`src/rtl/logic_unit_arbiter_pkg.sv`:
```
// Shared definitions for the logic unit arbiter: op codes and output-stage FSM encoding.
package logic_unit_arbiter_pkg;

  localparam int OP_W = 3;

  localparam logic [OP_W-1:0] OP_AND  = 3'd0;
  localparam logic [OP_W-1:0] OP_OR   = 3'd1;
  localparam logic [OP_W-1:0] OP_XOR  = 3'd2;
  localparam logic [OP_W-1:0] OP_NAND = 3'd3;
  localparam logic [OP_W-1:0] OP_NOR  = 3'd4;

  typedef enum logic {
    ST_EMPTY = 1'b0,
    ST_FULL  = 1'b1
  } state_t;

endpackage

```
`src/rtl/logic_op_unit.sv`:
```
// Combinational bitwise datapath shared by both requesters; zero latency, no flow control.
// Op codes 5-7 are illegal: the result is forced to zero and err is raised.
module logic_op_unit
  import logic_unit_arbiter_pkg::*;
#(
  parameter int WIDTH = 4
) (
  input  logic [WIDTH-1:0] a,
  input  logic [WIDTH-1:0] b,
  input  logic [OP_W-1:0]  op,
  output logic [WIDTH-1:0] y,
  output logic             err
);

  always_comb begin
    y   = '0;
    err = 1'b0;
    case (op)
      OP_AND:  y = a & b;
      OP_OR:   y = a | b;
      OP_XOR:  y = a ^ b;
      OP_NAND: y = ~(a & b);
      OP_NOR:  y = ~(a | b);
      default: err = 1'b1;
    endcase
  end

endmodule

```
`src/rtl/logic_unit_arbiter.sv`:
```
// Round-robin arbiter sharing one logic unit between two requesters; result 1 cycle after accept.
// Backpressure: a held result blocks new accepts unless res_ready drains it in the same cycle.
module logic_unit_arbiter
  import logic_unit_arbiter_pkg::*;
#(
  parameter int WIDTH = 4,
  parameter int CNT_W = 8
) (
  input  logic             clk,
  input  logic             reset,
  input  logic             req0_valid,
  output logic             req0_ready,
  input  logic [OP_W-1:0]  req0_op,
  input  logic [WIDTH-1:0] req0_a,
  input  logic [WIDTH-1:0] req0_b,
  input  logic             req1_valid,
  output logic             req1_ready,
  input  logic [OP_W-1:0]  req1_op,
  input  logic [WIDTH-1:0] req1_a,
  input  logic [WIDTH-1:0] req1_b,
  output logic             res_valid,
  input  logic             res_ready,
  output logic [WIDTH-1:0] res_data,
  output logic             res_src,
  output logic             res_err,
  output logic [CNT_W-1:0] op_count
);

  state_t           r_state;
  logic             r_last_grant;
  logic [WIDTH-1:0] r_res_data;
  logic             r_res_src;
  logic             r_res_err;
  logic [CNT_W-1:0] r_op_count;

  logic             w_can_accept;
  logic             w_grant;
  logic             w_accept;
  logic [OP_W-1:0]  w_op;
  logic [WIDTH-1:0] w_a;
  logic [WIDTH-1:0] w_b;
  logic [WIDTH-1:0] w_y;
  logic             w_err;

  assign w_can_accept = (r_state == ST_EMPTY) | res_ready;

  // Contention goes to the requester that did not win the last accept.
  always_comb begin
    w_grant = 1'b0;
    if (req0_valid && req1_valid) begin
      w_grant = ~r_last_grant;
    end else if (req1_valid) begin
      w_grant = 1'b1;
    end
  end

  assign w_accept   = ~reset & w_can_accept & (req0_valid | req1_valid);
  assign req0_ready = ~reset & w_can_accept & ~w_grant & req0_valid;
  assign req1_ready = ~reset & w_can_accept &  w_grant & req1_valid;

  assign w_op = w_grant ? req1_op : req0_op;
  assign w_a  = w_grant ? req1_a  : req0_a;
  assign w_b  = w_grant ? req1_b  : req0_b;

  logic_op_unit #(
    .WIDTH(WIDTH)
  ) u_op (
    .a  (w_a),
    .b  (w_b),
    .op (w_op),
    .y  (w_y),
    .err(w_err)
  );

  always_ff @(posedge clk) begin
    if (reset) begin
      r_state      <= ST_EMPTY;
      r_last_grant <= 1'b1;
      r_res_data   <= '0;
      r_res_src    <= 1'b0;
      r_res_err    <= 1'b0;
      r_op_count   <= '0;
    end else begin
      if (r_state == ST_FULL && res_ready) begin
        r_op_count <= r_op_count + CNT_W'(1);
      end
      case (r_state)
        ST_EMPTY: begin
          if (w_accept) r_state <= ST_FULL;
        end
        ST_FULL: begin
          if (res_ready && !w_accept) r_state <= ST_EMPTY;
        end
        default: r_state <= ST_EMPTY;
      endcase
      if (w_accept) begin
        r_last_grant <= w_grant;
        r_res_data   <= w_y;
        r_res_src    <= w_grant;
        r_res_err    <= w_err;
      end
    end
  end

  assign res_valid = (r_state == ST_FULL);
  assign res_data  = r_res_data;
  assign res_src   = r_res_src;
  assign res_err   = r_res_err;
  assign op_count  = r_op_count;

endmodule

```
`config.mk`:
```
export PLATFORM = sky130hd
export DESIGN_NAME = logic_unit_arbiter
export DESIGN_NICKNAME = d
export VERILOG_FILES = /design/src/rtl/logic_unit_arbiter_pkg.sv /design/src/rtl/logic_op_unit.sv /design/src/rtl/logic_unit_arbiter.sv
export SDC_FILE = /design/constraint.sdc
export NUM_CORES = 1
export LEC_CHECK = 0
export ABC_AREA = 1
export CAP_MARGIN = 5
export CORE_ASPECT_RATIO = 0.7
export CORE_MARGIN = 2
export CORE_UTILIZATION = 30
export CTS_CLUSTER_DIAMETER = 120
export CTS_CLUSTER_SIZE = 40
export DETAILED_ROUTE_END_ITERATION = 6
export GPL_TIMING_DRIVEN = 0
export PLACE_DENSITY = 0.67
export SLEW_MARGIN = 20
export SYNTH_ARGS = -nofsm -noshare
export SYNTH_HDL_FRONTEND = slang
export SYNTH_SLANG_ARGS = --single-unit
```
`constraint.sdc`:
```
create_clock -name clk -period 5.62 [get_ports clk]
set_clock_uncertainty 0.2 [all_clocks]
set_input_delay 1.124 -clock clk [delete_from_list [all_inputs] [get_ports clk]]
set_output_delay 1.124 -clock clk [all_outputs]
set_load 0.01 [all_outputs]
```
==> metrics.cfg, run 1 <==
[sta]
fmax_mhz=235
finalMaxSlewViolations=0
hold_viol_final=0
setup-violations-final=0
timing.hold.ws_ps=271
rsz0062_at_grt=no
fin_crit_sh_pct=75.6
tightestPinTransition_ps=322
slew_headroom_pct=78.4
min_period_ps=4250
setup_tns_ps=0

[clock_network]
cts_buffers=3
path_clk_slew_ps=60
htreeDepth=1
clk_latency_ps=250
cts.repair.resized=0
ctsHoldBuffers=0
cts_setup_buffers=0
cts_sinks=16
cts_buffer_depth=2
root_buffer=clkbuf_8
cts_tree=yes

[cells_and_area]
drive_gt1_share_pct=10.8
nNetsFinal=268
fin_area_um2=1780
area_growth_pct=43.8
fill_cells=425
finalNonFillerCells=283
diodes=0

[yosys]
synth-seq-cells=16
synthTopCellsByArea=dfxtp_1 (26%), nand2_1 (10%), inv_1 (9.7%)
syn_area_um2=1230
synth.top_cell.area_share_pct=25.9
synth_warnings=0
synth_cell_type_count=23
ys_seq_area_share_pct=25.9
synth_fp_nets=221
synth_cells=185
synth.avg_cell_area_um2=6.68
yosys.area.top_type=dfxtp_1

[global_route]
grt_max_degree=11
grt.total_usage_pct=12.9
antenna_found_initial=0
grt_pass1_vias=1111
grt_pass1_wl_um=4810
gr-total-overflow=0

[power_and_ir_drop]
p_leak_uw=0.000802
power.density_nw_per_um2=182
peakVddDrop_mv=0.107

[critical_path]
critPathCaptureType=output pin
crit_arrival_ps=2930
crit_type=input port to output pin
critPathRequiredTime_ps=4300
cp_max_fo=10
critPathLaunchType=input port

[floorplanning]
ios=44
die_h_um=57.7
core-area_um2=3950
die_area_um2=4650
die_x_um=80.7
initial_utilization_pct=31.3
placementRows=19

[min_path]
min_path_type=register to register

[routing]
drt-total-wl_um=2920
vias=1285
drc=0
firstDrtPassIters=4
drt-initial-drc-count=47
ant_nets=0
vias_per_cell=4.54
wl_per_cell_um=10.3

[placed_design]
dp_hpwl_um=2320
dp_cells=279
place_area_um2=1720
place_congestion=0.854
port_buffers=42

[outcome]
status=finished clean

[flow_run]
maxCapViolCount=0

[placed cells by master, fill, tap and decap left out, drive strengths merged]
master	synthesis	layout
nand3	12	12
o21bai	5	5
a21oi	8	8
nand2	41	41
clkdlybuf4s50	0	42
nor2	15	15
buf	4	4
o21ba	1	1
nor3b	1	1
or2	5	5
o21ai	15	15
clkbuf	0	4
dfxtp	16	16
nand4	17	17
nor3	2	2
nand3b	1	1
inv	33	33
ha	9	9
[Yosys cell counts]
cell       n
nor2_4     1
nor3_1     2
o21ai_0   14
nand2_4    3
o21ai_4    1
nand2_2    5
nand4_1   17
buf_6      1
nor3b_1    1
nor2_1    14
or2_2      5
buf_2      2
buf_4      1
nand3_1   12
inv_2      1
inv_1     32
dfxtp_1   16
nand3b_1   1
o21ba_2    1
ha_1       9
a21oi_1    8
o21bai_1   5
nand2_1   33
[final timing paths]
| kind | start | endpoint | slack [ps] | cells past startpoint |
|---|---|---|---|---|
| worst max-delay path | req0_valid | req0_ready | 1370 | 8 |
| worst min-delay path | res_data[0]$_SDFFE_PP0P_ | res_data[0]$_SDFFE_PP0P_ | 270 | 2 |
| worst max register to register | r_last_grant$_SDFFE_PP1P_ | res_data[1]$_SDFFE_PP0P_ | 3540 | 11 |
| worst min register to register | res_data[0]$_SDFFE_PP0P_ | res_data[0]$_SDFFE_PP0P_ | 270 | 2 |
[cell families (layout without fill, tap and decap cells)]
| group | count (synthesis) | count (layout) | synth area share, % |
|---|---|---|---|
| AND/OR/NAND/NOR | 94 | 94 | 38.5 |
| flip-flops | 16 | 16 | 25.9 |
| AO/OA/AOI/OAI | 29 | 29 | 14.1 |
| adder cells (fa/ha/maj) | 9 | 9 | 9.12 |
| buffers and inverters | 37 | 83 | 12.4 |
[metrics by stage]
stage	setup slack [ps]	total power (uW)	util [%]
6_report	1370	323	45.0
3_5_place_dp	1350	225	43.6
5_1_grt	1210	346	45.0
2_1_floorplan	2500	183	-
3_3_place_gp	1370	225	43.6
4_1_cts	1330	329	45.0
[flip-flops by register name, summed over array words and instances, names as in the netlist]
name,cells
res_data,4
res_valid,1
res_src,1
res_err,1
op_count,8
r_last_grant,1
[per-layer routing]
layer / GRT usage [%] / wire [um]
met4: 2.18 / 17
met1: 18.4 / 1580
met5: 0 / 0
met3: 3.27 / 163
met2: 20.2 / 1160
[critical path: stages]
cell and delay, ps:
clkdlybuf4s50_1 510, nand2_2 100, nand2_2 90, buf_6 160, buf_2 220, nand2_1 70
nor2_1 110, clkdlybuf4s50_1 550
[area by class of cell]
type	count	area (um2)	area share (%)
Buffer	4	28.8	1.62
Clock buffer	4	55.1	3.10
Inverter	33	124	6.98
Multi-Input combinational cell	132	762	42.9
Sequential cell	16	320	18.0
Tap cell	52	65.1	3.66
Timing Repair Buffer	42	420	23.7
[where the power goes]
group	switching [uW]	internal, uW
registers	3.39	119
clock network	38.0	62.2
logic	52.3	48.1
(Power assumes the default switching activity.)
==> run 2, diff against run 1 <==
--- a/config.mk
+++ b/config.mk
@@ -14,7 +14,7 @@
 export CTS_CLUSTER_SIZE = 40
 export DETAILED_ROUTE_END_ITERATION = 6
 export GPL_TIMING_DRIVEN = 0
-export PLACE_DENSITY = 0.67
+export PLACE_DENSITY = 0.69
 export SLEW_MARGIN = 20
 export SYNTH_ARGS = -nofsm -noshare
 export SYNTH_HDL_FRONTEND = slang
==> constraint.sdc (replaced) <==
create_clock -name clk -period 3.7 [get_ports clk]
set_clock_uncertainty 0.2 [all_clocks]
set_input_delay 0.74 -clock clk [delete_from_list [all_inputs] [get_ports clk]]
set_output_delay 0.74 -clock clk [all_outputs]
set_load 0.01 [all_outputs]
==> run 2 against run 1 <==
Against the previous run: cell count down 0.71%; largest power group unchanged; critical endpoint unchanged; combinational power increased by 52%; via count rose by 2.6%.
==> metrics.cfg, run 2 (synthesis gave the netlist of run 1 again) <==
[outcome]
status=finished clean

[critical_path]
cp_cell_sequence=clkdlybuf4s50_1, nand2_2, nand2_2, buf_6, nand2_1, nor2_1, clkdlybuf4s50_1
critical_path.max_stage_delay_ps=560
crit_family=buffers and inverters
crit-reg2reg-launch=r_last_grant$_SDFFE_PP1P_
cp_num_buf_inv=3
cp_max_fo=19
critPathCaptureType=output pin
critPathLaunchType=input port
r2r_setup_slack_ps=1610
reg2reg_depth=11
critPathRequiredTime_ps=2760
crit_type=input port to output pin
worstSetupPathDepth=7
crit_path_start=req0_valid
slowest_stage=clkdlybuf4s50_1
crit_arrival_ps=2420

[placed_design]
place_congestion=0.893
dp_cells=279
place_area_um2=1720
pre_cts_slack_ps=168
port_buffers=42
dp_hpwl_um=2330

[routing]
wl_per_cell_um=10.4
drt-total-wl_um=2910
drt-initial-drc-count=90
vias=1318
vias_per_cell=4.69
drc=0
firstDrtPassIters=4
ant_nets=0

[min_path]
hp-start=res_data[1]$_SDFFE_PP0P_
min_path_type=register to register
min_path_cells=2

[clock_network]
ctsHoldBuffers=0
root_buffer=clkbuf_8
cts_sinks=16
cts_buffer_depth=2
htreeDepth=1
path_clk_slew_ps=60
cts.repair.resized=0
cts_tree=yes
cts_buffers=3
clk_latency_ps=250

[cells_and_area]
nNetsFinal=267
layout.cells.most_common_list=clkdlybuf4s50_1 (42), nand2_1 (33), inv_1 (32)
fill_cells=411
drive_gt1_share_pct=10.0
area_growth_pct=42.2
diodes=0
final_common_cell=clkdlybuf4s50_1
finalNonFillerCells=281
fin_area_um2=1760
largest_register_ffs=8

[sta]
rsz0062_at_grt=no
slew_headroom_pct=77.9
fmax_mhz=298
tightestPinTransition_ps=329
setup_slack_ps=341
finalMaxSlewViolations=0
setup_tns_ps=0
setup-violations-final=0
hold_viol_final=0
min_period_ps=3360
fin_crit_sh_pct=90.8

[power_and_ir_drop]
p_leak_uw=0.000791
peakVddDrop_mv=0.210
finalPower_uw=466
power.density_nw_per_um2=265

[global_route]
grt_pass1_wl_um=5180
grt_max_degree=11
grt.total_usage_pct=13.8
antenna_found_initial=0
grt_pass1_vias=1237
gr-total-overflow=0

[floorplanning]
die_x_um=80.7
initial_utilization_pct=31.3
core-area_um2=3950
die_h_um=57.7
placementRows=19
ios=44
die_area_um2=4650

[flow_run]
maxCapViolCount=0

## run 2: final timing paths
path / end
max: req0_ready
min: res_data[1]$_SDFFE_PP0P_
max reg2reg: res_data[0]$_SDFFE_PP0P_
min reg2reg: res_data[1]$_SDFFE_PP0P_
## run 2: area by class of cell
class,instances,area (um2),share of cell area (%)
multi-input cells,132,762,43.4
plain buffers,3,23.8,1.35
inverters,33,124,7.05
clock buffers,3,41.3,2.35
repair buffers,42,420,23.9
flip-flops and latches,16,320,18.2
well taps,52,65.1,3.70
## run 2: worst reg2reg max path, cell delays in order, from the launching register on
cell	delay (ps)
dfxtp_1	350
nand2_2	90
nand2_2	90
inv_1	120
or2_2	290
o21ai_0	110
inv_1	70
ha_1	270
nand4_1	90
nand2_1	50
o21bai_1	150
a21oi_1	80
## run 2: stage by stage
stage / hold WS [ps] / util (%)
after floorplan: 249 / -
after global placement: 256 / 43.6
after detailed placement: 269 / 43.6
after CTS: 278 / 44.6
after global routing: 289 / 44.5
final: 272 / 44.5
## run 2: repair_timing
| item | in CTS | in global routing |
|---|---|---|
| setup endpoints to repair | 0 | 1 |
| setup buffers | 0 | 0 |
| endpoints found under the hold margin | 0 | 0 |
## run 2: layer usage
metal / global-route usage (%) / vias to the layer above / part of all wire (%)
met5: 0 / - / 0
met4: 2.18 / 0 / 0.41
met3: 3.43 / 2 / 6.4
met2: 22.0 / 37 / 40
met1: 19.5 / 582 / 53
li1: - / 697 / -
## run 2: power by group
group / internal (uW) / total [uW] / switching (uW)
Clock: 72.2 / 129 / 56.4
Sequential: 180 / 185 / 5.23
Combinational: 72.8 / 152 / 79.1
Total: 325 / 466 / 141
==> run 3, diff against run 2 <==
--- a/config.mk
+++ b/config.mk
@@ -6,15 +6,14 @@
 export NUM_CORES = 1
 export LEC_CHECK = 0
 export ABC_AREA = 1
-export CAP_MARGIN = 5
-export CORE_ASPECT_RATIO = 0.7
+export CORE_ASPECT_RATIO = 2
 export CORE_MARGIN = 2
 export CORE_UTILIZATION = 30
 export CTS_CLUSTER_DIAMETER = 120
 export CTS_CLUSTER_SIZE = 40
 export DETAILED_ROUTE_END_ITERATION = 6
 export GPL_TIMING_DRIVEN = 0
-export PLACE_DENSITY = 0.69
+export PLACE_DENSITY = 0.67
 export SLEW_MARGIN = 20
 export SYNTH_ARGS = -nofsm -noshare
 export SYNTH_HDL_FRONTEND = slang
==> constraint.sdc (replaced) <==
create_clock -name clk -period 3.15 [get_ports clk]
set_clock_uncertainty 0.2 [all_clocks]
set_input_delay 0.63 -clock clk [delete_from_list [all_inputs] [get_ports clk]]
set_output_delay 0.63 -clock clk [all_outputs]
set_load 0.01 [all_outputs]
==> run 3 against run 2 <==
Against the previous run: worst setup slack got worse by 200 ps; largest power group unchanged; via count rose by 0.99%; clock power up 40%; flip-flop and latch count stayed put; register-to-register slack worse by 530 ps.
==> metrics.cfg, run 3 (synthesis gave the netlist of run 1 again) <==
[clock_network]
cts_sinks=16
path_clk_slew_ps=60
clk_latency_ps=250
cts.repair.resized=0
cts_buffer_depth=2
htreeDepth=1
cts_setup_buffers=0
ctsHoldBuffers=0
root_buffer=clkbuf_8
cts_buffers=3
cts_tree=yes

[cells_and_area]
layout.cells.most_common_list=clkdlybuf4s50_1 (41), nand2_1 (33), inv_1 (32)
drive_gt1_share_pct=10.4
nNetsFinal=267
final_common_cell=clkdlybuf4s50_1
largest_register_ffs=8
area_growth_pct=43.6
diodes=0
final_core_util_pct=44.3

[placed_design]
dp_hpwl_um=2340
place_congestion=0.725
pre_cts_slack_ps=-116
port_buffers=42

[global_route]
grt.total_usage_pct=12.6
grt_max_degree=20
antenna_found_initial=0
grt_pass1_wl_um=4620
grt_pass1_vias=1175
gr-total-overflow=0

[routing]
ant_nets=0
drt-total-wl_um=2760
wl_per_cell_um=9.79
drt-initial-drc-count=18
drc=0
vias=1331
vias_per_cell=4.72
firstDrtPassIters=4

[critical_path]
cpMostUsedCell=clkdlybuf4s50_1
crit_type=input port to output pin
critical_path.max_stage_delay_ps=570
cp_cell_sequence=clkdlybuf4s50_1, nand2_2, buf_6, nor2_1, clkdlybuf4s50_1
slowest_stage=clkdlybuf4s50_1
critPathLaunchType=input port
critPathRequiredTime_ps=2320
crit_arrival_ps=2180
cp_max_fo=19
critPathCaptureType=output pin

[floorplanning]
die_x_um=49.4
die_h_um=94.7
initial_utilization_pct=30.8
placementRows=33
die_area_um2=4680
core-area_um2=4010
ios=44

[sta]
setup-violations-final=0
fmax_mhz=333
setup_slack_ps=145
setup_tns_ps=0
min_period_ps=3010
fin_crit_sh_pct=95.4
timing.hold.ws_ps=266
hold_viol_final=0
tightestPinTransition_ps=333
rsz0062_at_grt=no
slew_headroom_pct=77.6
finalMaxSlewViolations=0

[power_and_ir_drop]
peakVddDrop_mv=0.199
p_leak_uw=0.000814
power.density_nw_per_um2=324

[flow_run]
maxCapViolCount=0

[outcome]
status=finished clean

[min_path]
min_path_type=register to register

[run 3: changes by cell type in the layout (fill, tap and decap cells not counted)]
cell             previous run  this run
clkdlybuf4s50_1            42        41
dlymetal6s2s_1              0         1
clkbuf_8                    3         4
[run 3: final cells by class]
class / instances / area [um2]
Timing Repair Buffer: 42 / 423
Fill cell: 455 / 2230
Multi-Input combinational cell: 132 / 762
Inverter: 33 / 124
Tap cell: 52 / 65.1
Clock buffer: 4 / 55.1
Buffer: 3 / 23.8
Sequential cell: 16 / 320
[run 3: final timing paths]
check | depth (start not counted) | to | slack (ps) | startpoint
worst min-delay path | 2 | res_data[1]$_SDFFE_PP0P_ | 270 | res_data[1]$_SDFFE_PP0P_
worst max-delay path | 5 | req1_ready | 140 | req1_valid
worst min register to register | 2 | res_data[1]$_SDFFE_PP0P_ | 270 | res_data[1]$_SDFFE_PP0P_
worst max register to register | 11 | res_data[0]$_SDFFE_PP0P_ | 1080 | r_last_grant$_SDFFE_PP1P_
[run 3: where the power goes]
part           switching, uW  internal, uW
logic                   91.2          85.2
registers               5.69           212
clock network           69.1           111
[run 3: critical path, delay by kind of cell]
family                 cells  cell delay [ps]
AND/OR/NAND/NOR            2              240
buffers and inverters      3             1300
[run 3: layer usage]
metal | share of wire (%) | global-route usage, % | vias up
met5 | 0 | 0 | -
met4 | 2.4 | 7.14 | 0
met3 | 6.2 | 2.37 | 7
met2 | 49 | 23.1 | 39
met1 | 42 | 13.1 | 590
li1 | - | - | 695
[run 3: per-stage QoR]
step | cells | total power (uW) | instance area, um2
6_report | 282 | 574 | 1770
5_1_grt | 282 | 609 | 1770
4_1_cts | 282 | 583 | 1770
3_5_place_dp | 279 | 400 | 1720
3_3_place_gp | 279 | 396 | 1720
2_1_floorplan | 185 | 326 | 1230
